## config.mk

```make
export PLATFORM = sky130hd
export DESIGN_NAME = spi_flash_responder
export DESIGN_NICKNAME = d
export VERILOG_FILES = /design/src/rtl/spi_flash_responder.sv
export SDC_FILE = /design/constraint.sdc
export NUM_CORES = 2
export LEC_CHECK = 0
export ABC_CLOCK_PERIOD_IN_PS = 24600
export BUFFER_PORTS_ARGS = -buffer_cell sky130_fd_sc_hd__buf_2
export CORE_ASPECT_RATIO = 0.5
export CORE_MARGIN = 4
export CORE_UTILIZATION = 45
export CTS_BUF_LIST = sky130_fd_sc_hd__clkbuf_4
export DETAILED_ROUTE_END_ITERATION = 8
export HOLD_SLACK_MARGIN = 0.03
export MAX_ROUTING_LAYER = met4
export PLACE_DENSITY = 0.62
export SLEW_MARGIN = 10
export SYNTH_ARGS = -nofsm -noshare
export SYNTH_HDL_FRONTEND = slang
export SYNTH_SLANG_ARGS = --single-unit
```

## constraint.sdc

```tcl
create_clock -name clk_50MHz -period 24.6 [get_ports clk_50MHz]
set_input_delay 1.23 -clock clk_50MHz [delete_from_list [all_inputs] [get_ports clk_50MHz]]
set_output_delay 1.23 -clock clk_50MHz [all_outputs]
set_load 0.05 [all_outputs]
```

## src/rtl/spi_flash_responder.sv

```systemverilog
// SPI NOR flash responder model: READ, RDSR1, RDID, WREN/WRDI and page program
// over single-bit SPI, driven from the system clock (one SCK edge per clock with cs_n low).
`timescale 1ns/1ps
module spi_flash_responder #(
  parameter int unsigned MEM_AW      = 8,
  parameter logic [23:0] JEDEC_ID    = 24'h012018,
  parameter int unsigned PROG_CYCLES = 64
) (
  input  logic       clk_50MHz,
  input  logic       reset,
  input  logic       cs_n,
  input  logic       si,
  output logic       so,
  output logic       so_oe,
  output logic [7:0] sr1,
  output logic       busy
);

  localparam int unsigned DEPTH = 1 << MEM_AW;
  // shift register is wide enough for an opcode or a full memory address
  localparam int unsigned SHW = (MEM_AW > 8) ? MEM_AW : 8;
  localparam int unsigned PW  = $clog2(PROG_CYCLES + 1);
  localparam logic [MEM_AW-1:0] PAGE_MASK = MEM_AW'(255);

  localparam logic [2:0] S_IDLE     = 3'd0;
  localparam logic [2:0] S_OPCODE   = 3'd1;
  localparam logic [2:0] S_ADDR     = 3'd2;
  localparam logic [2:0] S_DATA_OUT = 3'd3;
  localparam logic [2:0] S_DATA_IN  = 3'd4;
  localparam logic [2:0] S_IGNORE   = 3'd5;

  localparam logic [7:0] OP_PP    = 8'h02;
  localparam logic [7:0] OP_READ  = 8'h03;
  localparam logic [7:0] OP_WRDI  = 8'h04;
  localparam logic [7:0] OP_RDSR1 = 8'h05;
  localparam logic [7:0] OP_WREN  = 8'h06;
  localparam logic [7:0] OP_RDID  = 8'h9F;

  logic [2:0]        phase, phase_nx;
  logic [4:0]        cnt, cnt_nx;
  logic [SHW-2:0]    sh, sh_nx;
  logic [SHW-1:0]    sh_in;
  logic [MEM_AW-1:0] addr, addr_nx;
  logic [7:0]        out_sr, out_sr_nx;
  logic [1:0]        id_idx, id_idx_nx;
  logic [7:0]        op, op_nx;
  logic              pend, pend_nx;
  logic              pp_any, pp_any_nx;
  logic              wip, wip_nx;
  logic              wel, wel_nx;
  logic              armed, armed_nx;
  logic              so_nx, so_oe_nx;
  logic [PW-1:0]     pcnt, pcnt_nx;
  logic              load;
  logic [7:0]        load_byte;
  logic              mem_we;

  // array content at configuration time is erased flash (all ones); reset leaves it alone
  logic [7:0] mem [DEPTH] = '{default: 8'hFF};

  assign sh_in = {sh, si};
  assign sr1   = {6'b0, wel, wip};
  assign busy  = wip;

  // next-state and datapath decode for one SCK edge
  always_comb begin
    phase_nx  = phase;
    cnt_nx    = cnt;
    sh_nx     = sh;
    addr_nx   = addr;
    out_sr_nx = out_sr;
    id_idx_nx = id_idx;
    op_nx     = op;
    pend_nx   = pend;
    pp_any_nx = pp_any;
    wip_nx    = wip;
    wel_nx    = wel;
    armed_nx  = armed;
    pcnt_nx   = pcnt;
    so_nx     = so;
    so_oe_nx  = so_oe;
    load      = 1'b0;
    load_byte = 8'h00;
    mem_we    = 1'b0;

    // program timer runs regardless of chip select
    if (wip) begin
      if (pcnt == PW'(0)) begin
        wip_nx = 1'b0;
        wel_nx = 1'b0;
      end else begin
        pcnt_nx = pcnt - PW'(1);
      end
    end

    if (cs_n) begin
      phase_nx  = S_IDLE;
      cnt_nx    = 5'd0;
      so_nx     = 1'b0;
      so_oe_nx  = 1'b0;
      armed_nx  = 1'b1;
      pend_nx   = 1'b0;
      pp_any_nx = 1'b0;
      if (pend && (op == OP_WREN)) wel_nx = 1'b1;
      if (pend && (op == OP_WRDI)) wel_nx = 1'b0;
      if (pp_any) begin
        wip_nx  = 1'b1;
        pcnt_nx = PW'(PROG_CYCLES - 1);
      end
    end else begin
      sh_nx = sh_in[SHW-2:0];
      case (phase)
        S_IDLE: begin
          // a transaction only starts after cs_n was seen high since reset
          if (armed) begin
            phase_nx = S_OPCODE;
            cnt_nx   = 5'd1;
          end else begin
            phase_nx = S_IGNORE;
          end
        end
        S_OPCODE: begin
          cnt_nx = cnt + 5'd1;
          if (cnt == 5'd7) begin
            cnt_nx   = 5'd0;
            op_nx    = sh_in[7:0];
            phase_nx = S_IGNORE;
            case (sh_in[7:0])
              OP_RDSR1: begin
                phase_nx  = S_DATA_OUT;
                load      = 1'b1;
                load_byte = sr1;
              end
              OP_READ: if (!wip) phase_nx = S_ADDR;
              OP_PP:   if (!wip && wel) phase_nx = S_ADDR;
              OP_RDID: begin
                if (!wip) begin
                  phase_nx  = S_DATA_OUT;
                  load      = 1'b1;
                  load_byte = JEDEC_ID[23:16];
                  id_idx_nx = 2'd1;
                end
              end
              OP_WREN, OP_WRDI: if (!wip) pend_nx = 1'b1;
              default: ;
            endcase
          end
        end
        S_ADDR: begin
          cnt_nx = cnt + 5'd1;
          if (cnt == 5'd23) begin
            cnt_nx = 5'd0;
            if (op == OP_READ) begin
              phase_nx  = S_DATA_OUT;
              load      = 1'b1;
              load_byte = mem[sh_in[MEM_AW-1:0]];
              addr_nx   = sh_in[MEM_AW-1:0] + MEM_AW'(1);
            end else begin
              phase_nx = S_DATA_IN;
              addr_nx  = sh_in[MEM_AW-1:0];
            end
          end
        end
        S_DATA_IN: begin
          cnt_nx = cnt + 5'd1;
          if (cnt == 5'd7) begin
            cnt_nx    = 5'd0;
            mem_we    = 1'b1;
            pp_any_nx = 1'b1;
            // increment stays inside the 256-byte page
            addr_nx   = (addr & ~PAGE_MASK) | ((addr + MEM_AW'(1)) & PAGE_MASK);
          end
        end
        S_DATA_OUT: begin
          if (cnt == 5'd8) begin
            load = 1'b1;
            case (op)
              OP_READ: begin
                load_byte = mem[addr];
                addr_nx   = addr + MEM_AW'(1);
              end
              OP_RDSR1: load_byte = sr1;
              OP_RDID: begin
                case (id_idx)
                  2'd1:    load_byte = JEDEC_ID[15:8];
                  2'd2:    load_byte = JEDEC_ID[7:0];
                  default: load_byte = 8'h00;
                endcase
                if (id_idx != 2'd3) id_idx_nx = id_idx + 2'd1;
              end
              default: load_byte = 8'h00;
            endcase
          end else begin
            so_nx     = out_sr[7];
            out_sr_nx = {out_sr[6:0], 1'b0};
            cnt_nx    = cnt + 5'd1;
          end
        end
        S_IGNORE: pend_nx = 1'b0;
        default:  phase_nx = S_IGNORE;
      endcase

      // new output byte: bit 7 goes out on this same edge
      if (load) begin
        so_nx     = load_byte[7];
        out_sr_nx = {load_byte[6:0], 1'b0};
        so_oe_nx  = 1'b1;
        cnt_nx    = 5'd1;
      end
    end
  end

  // state register; reset wins over every simultaneous event
  always_ff @(posedge clk_50MHz) begin
    if (reset) begin
      phase  <= S_IDLE;
      cnt    <= 5'd0;
      sh     <= '0;
      addr   <= '0;
      out_sr <= 8'h00;
      id_idx <= 2'd0;
      op     <= 8'h00;
      pend   <= 1'b0;
      pp_any <= 1'b0;
      wip    <= 1'b0;
      wel    <= 1'b0;
      armed  <= 1'b0;
      pcnt   <= '0;
      so     <= 1'b0;
      so_oe  <= 1'b0;
    end else begin
      phase  <= phase_nx;
      cnt    <= cnt_nx;
      sh     <= sh_nx;
      addr   <= addr_nx;
      out_sr <= out_sr_nx;
      id_idx <= id_idx_nx;
      op     <= op_nx;
      pend   <= pend_nx;
      pp_any <= pp_any_nx;
      wip    <= wip_nx;
      wel    <= wel_nx;
      armed  <= armed_nx;
      pcnt   <= pcnt_nx;
      so     <= so_nx;
      so_oe  <= so_oe_nx;
    end
  end

  // page program can only clear bits
  always_ff @(posedge clk_50MHz) begin
    if (!reset && mem_we) mem[addr] <= mem[addr] & sh_in[7:0];
  end

endmodule

```

==> summary.md <==
| Metric | Value |
|---|---|
| Max-cap violations | `0` |
| Sink Count | `2110` |
| Register-to-register path setup slack | `16.40 ns` |
| Int Power | `between 5000 and 6000 µW` |
| Worst Path Required | `about 26 ns` |
| CTS tree | `done` |
| Pwr Total | `7010 µW` |
| Rows | `around 120` |
| Clk buf depth | `4` |
| Reg power frac | `0.555` |
| Synthesized area per cell | `between 15 and 20 µm²` |
| Share of layout cells above drive strength 1 | `0.314` |
| Worst Path Max Fanout | `96` |
| WP data arrival | `9.14 ns` |
| Overflow after GRT | `0` |
| Min cycle time layout | `between 8 and 9 ns` |
| GPL Wtd Cong | `1.04` |
| Critical Path Sink Type | `flop` |
| Post-CTS Setup Bufs | `0` |
| Pre-Repair DR Iteration Count | `6` |
| Synth Cell Area | `0.0995 mm²` |
| Die width | `~670 µm` |
| NetSw | `around 1600 µW` |
| DP Area | `0.103 mm²` |
| # DRC | `0` |
| Total CTS buffers | `486` |
| Crit Path Class | `reg -> reg` |
| Initial antenna violation count | `34` |
| Clk slew on worst S/H paths | `0.08 ns` |
| Peak VDD IR | `0.0000365 V` |
| GR Util All Layers | `0.342` |
| Status | `finished clean` |
| Routed via count | `approximately 67k` |
| Post-route cell area | `0.109 mm²` |
| Clock power share | `0.415` |
| CTS H-tree lvls | `5` |
| Switching Share | `0.233` |
| Final HPWL DP | `250000 µm` |
| Clk_skew | `about 0.12 ns` |
| Fmax | `approximately 0.12 GHz` |
| Avg WL per Cell | `41.6 µm` |
| DR iter-0 viols | `about 12k` |
| Nets | `a little under 6k` |
| Starting Density | `0.455` |
| Min Hold Slack | `between 0.5 and 0.6 ns` |
| Comb pwr share | `0.030` |
| Final ANT Viol Nets | `0` |
| Root buf cell | `clkbuf_4` |
| Die H | `340 µm` |
| Largest net degree at the start of global routing | `121` |
| Yosys top cell by area | `edfxtp_1` |
| Final Hold Fails | `0` |
| Vias in the first global route | `64.4k` |
| Post-synth top flop | `edfxtp_1` |
| Hold crit path type | `reg -> reg` |
| # port buffers | `8` |
| PD cells | `64.2 mW/mm²` |
| Final WL | `roughly 390000 µm` |
| Dpl ws | `16.67 ns` |
| Synthesis warning total | `0` |
| Sequential area share after synthesis | `0.631` |
| Synth area leaders | `edfxtp_1 (62%), mux4_2 (20%), mux2i_1 (2.9%)` |
| # IOs | `15` |
| Setup violators final | `0` |
| Vias/cell | `7.15` |
| Rel. slew slack | `0.0244` |
| Post-synth EDFFs | `2048` |
| Worst-Skew Late Latency | `1.35 ns` |
| Fin crit share | `0.333` |
| Setup TNS | `0 ns` |
| Synth cell count leaders | `edfxtp_1 (2048), mux4_2 (866), nor2_1 (377), mux2i_1 (285), a22oi_1 (255)` |
| Flip-flop and latch count after synthesis | `about 2.1k` |
| Async set-reset flop share out of synthesis | `0` |
| Syn-to-layout area delta | `9.66%` |
| First-pass GRT wire length | `525000 µm` |
| Slew Limit Fails | `0` |
| Hold buffer count at CTS | `0` |
| Most common cell in the netlist | `edfxtp_1` |
| Synth top area share | `0.618` |
| # fillers | `roughly 18k` |
| Least-Margin Pin Slew | `1.45 ns` |
| RSZ-0062 raised after global routing | `false` |
| Crit start category | `flop` |
| Synth Instances | `about 5.6k` |
| Final worst slack | `16.40 ns` |
| P_leak | `0.0333 µW` |
| Die footprint | `around 0.23 mm²` |
| Core area | `0.219 mm²` |
| Netlist cell types | `approximately 90` |
| # resized after CTS | `0` |
[layer usage]
layer / share of wire / track usage
met3: 0.17 / 0.167
met1: 0.35 / 0.428
met5: 0 / -
met4: 0.058 / 0.178
met2: 0.42 / 0.455
[power by group through the flow]
stage / combinational, µW / sequential [µW] / clock, µW
after global routing: 216 / 3890 / 3110
final: 212 / 3890 / 2900
after CTS: 205 / 3890 / 2900
after detailed placement: 204 / 3970 / 0
after global placement: 203 / 3970 / 0
after floorplan: 138 / 3970 / 0
[through the flow]
stage	instances	util
6_report	9304	0.499
5_1_grt	9282	0.498
4_1_cts	9240	0.498
3_5_place_dp	8346	0.469
3_3_place_gp	8345	0.469
2_1_floorplan	5626	-
[state kept, by name (all words and copies together), names as in the netlist, 2 cells and up, named ones only]
register and flops:
op 8, mem 2048, cnt 5, phase 3
out_sr 7, addr 8, sh 7, id_idx 2
pcnt 7
[area by class of cell]
cell class	count	area, µm²	area share
Antenna cell	62	155	0.00142
Inverter	33	124	0.00114
Sequential cell	2110	62800	0.575
Timing Repair Buffer	223	1780	0.0163
Clock buffer	719	5400	0.0495
Clock inverter	175	906	0.00830
Tap cell	2952	3690	0.0339
Multi-Input combinational cell	3030	34300	0.314
[final timing paths]
check | startpoint | to | cells after the start
worst max-delay path | flop | mem[51][7] | 14
worst min-delay path | armed | armed | 2
worst max register to register | flop | mem[51][7] | 14
worst min register to register | armed | armed | 2
[logic make-up after synthesis]
kind of cell             share of synthesized area
XOR/XNOR                                  0.000616
flip-flops                                   0.631
other                                    0.0000377
multiplexers                                 0.236
buffers and inverters                       0.0275
AND/OR/NAND/NOR                             0.0439
AO/OA/AOI/OAI                               0.0592
adder cells (fa/ha/maj)                    0.00189
[worst max-delay path, stage by stage, from the launching register on]
cell and delay, ns:
dfxtp_4 0.72, buf_4 0.59, buf_4 0.67, buf_4 0.67
buf_4 0.72, mux4_2 0.37, nor2_1 0.05, nor2_1 0.20
o21ai_0 0.11, o211ai_1 0.24, o2111ai_1 0.29, a31oi_1 0.36
and2_4 0.67, buf_4 0.78, buf_4 0.89
[cell usage in the layout, fill, tap and decap left out, types with 62 or more instances in the layout]
master	netlist	layout
a21oi_1	168	168
a22oi_1	255	255
buf_4	38	205
clkbuf_4	0	719
clkinv_1	3	131
diode_2	0	62
edfxtp_1	2048	2048
mux2i_1	285	285
mux4_2	866	866
nand2_1	183	181
nand3_1	75	72
nor2_1	377	360
nor3_1	67	65
o21ai_0	62	62
o22ai_1	83	83
(Power assumes the default switching activity.)
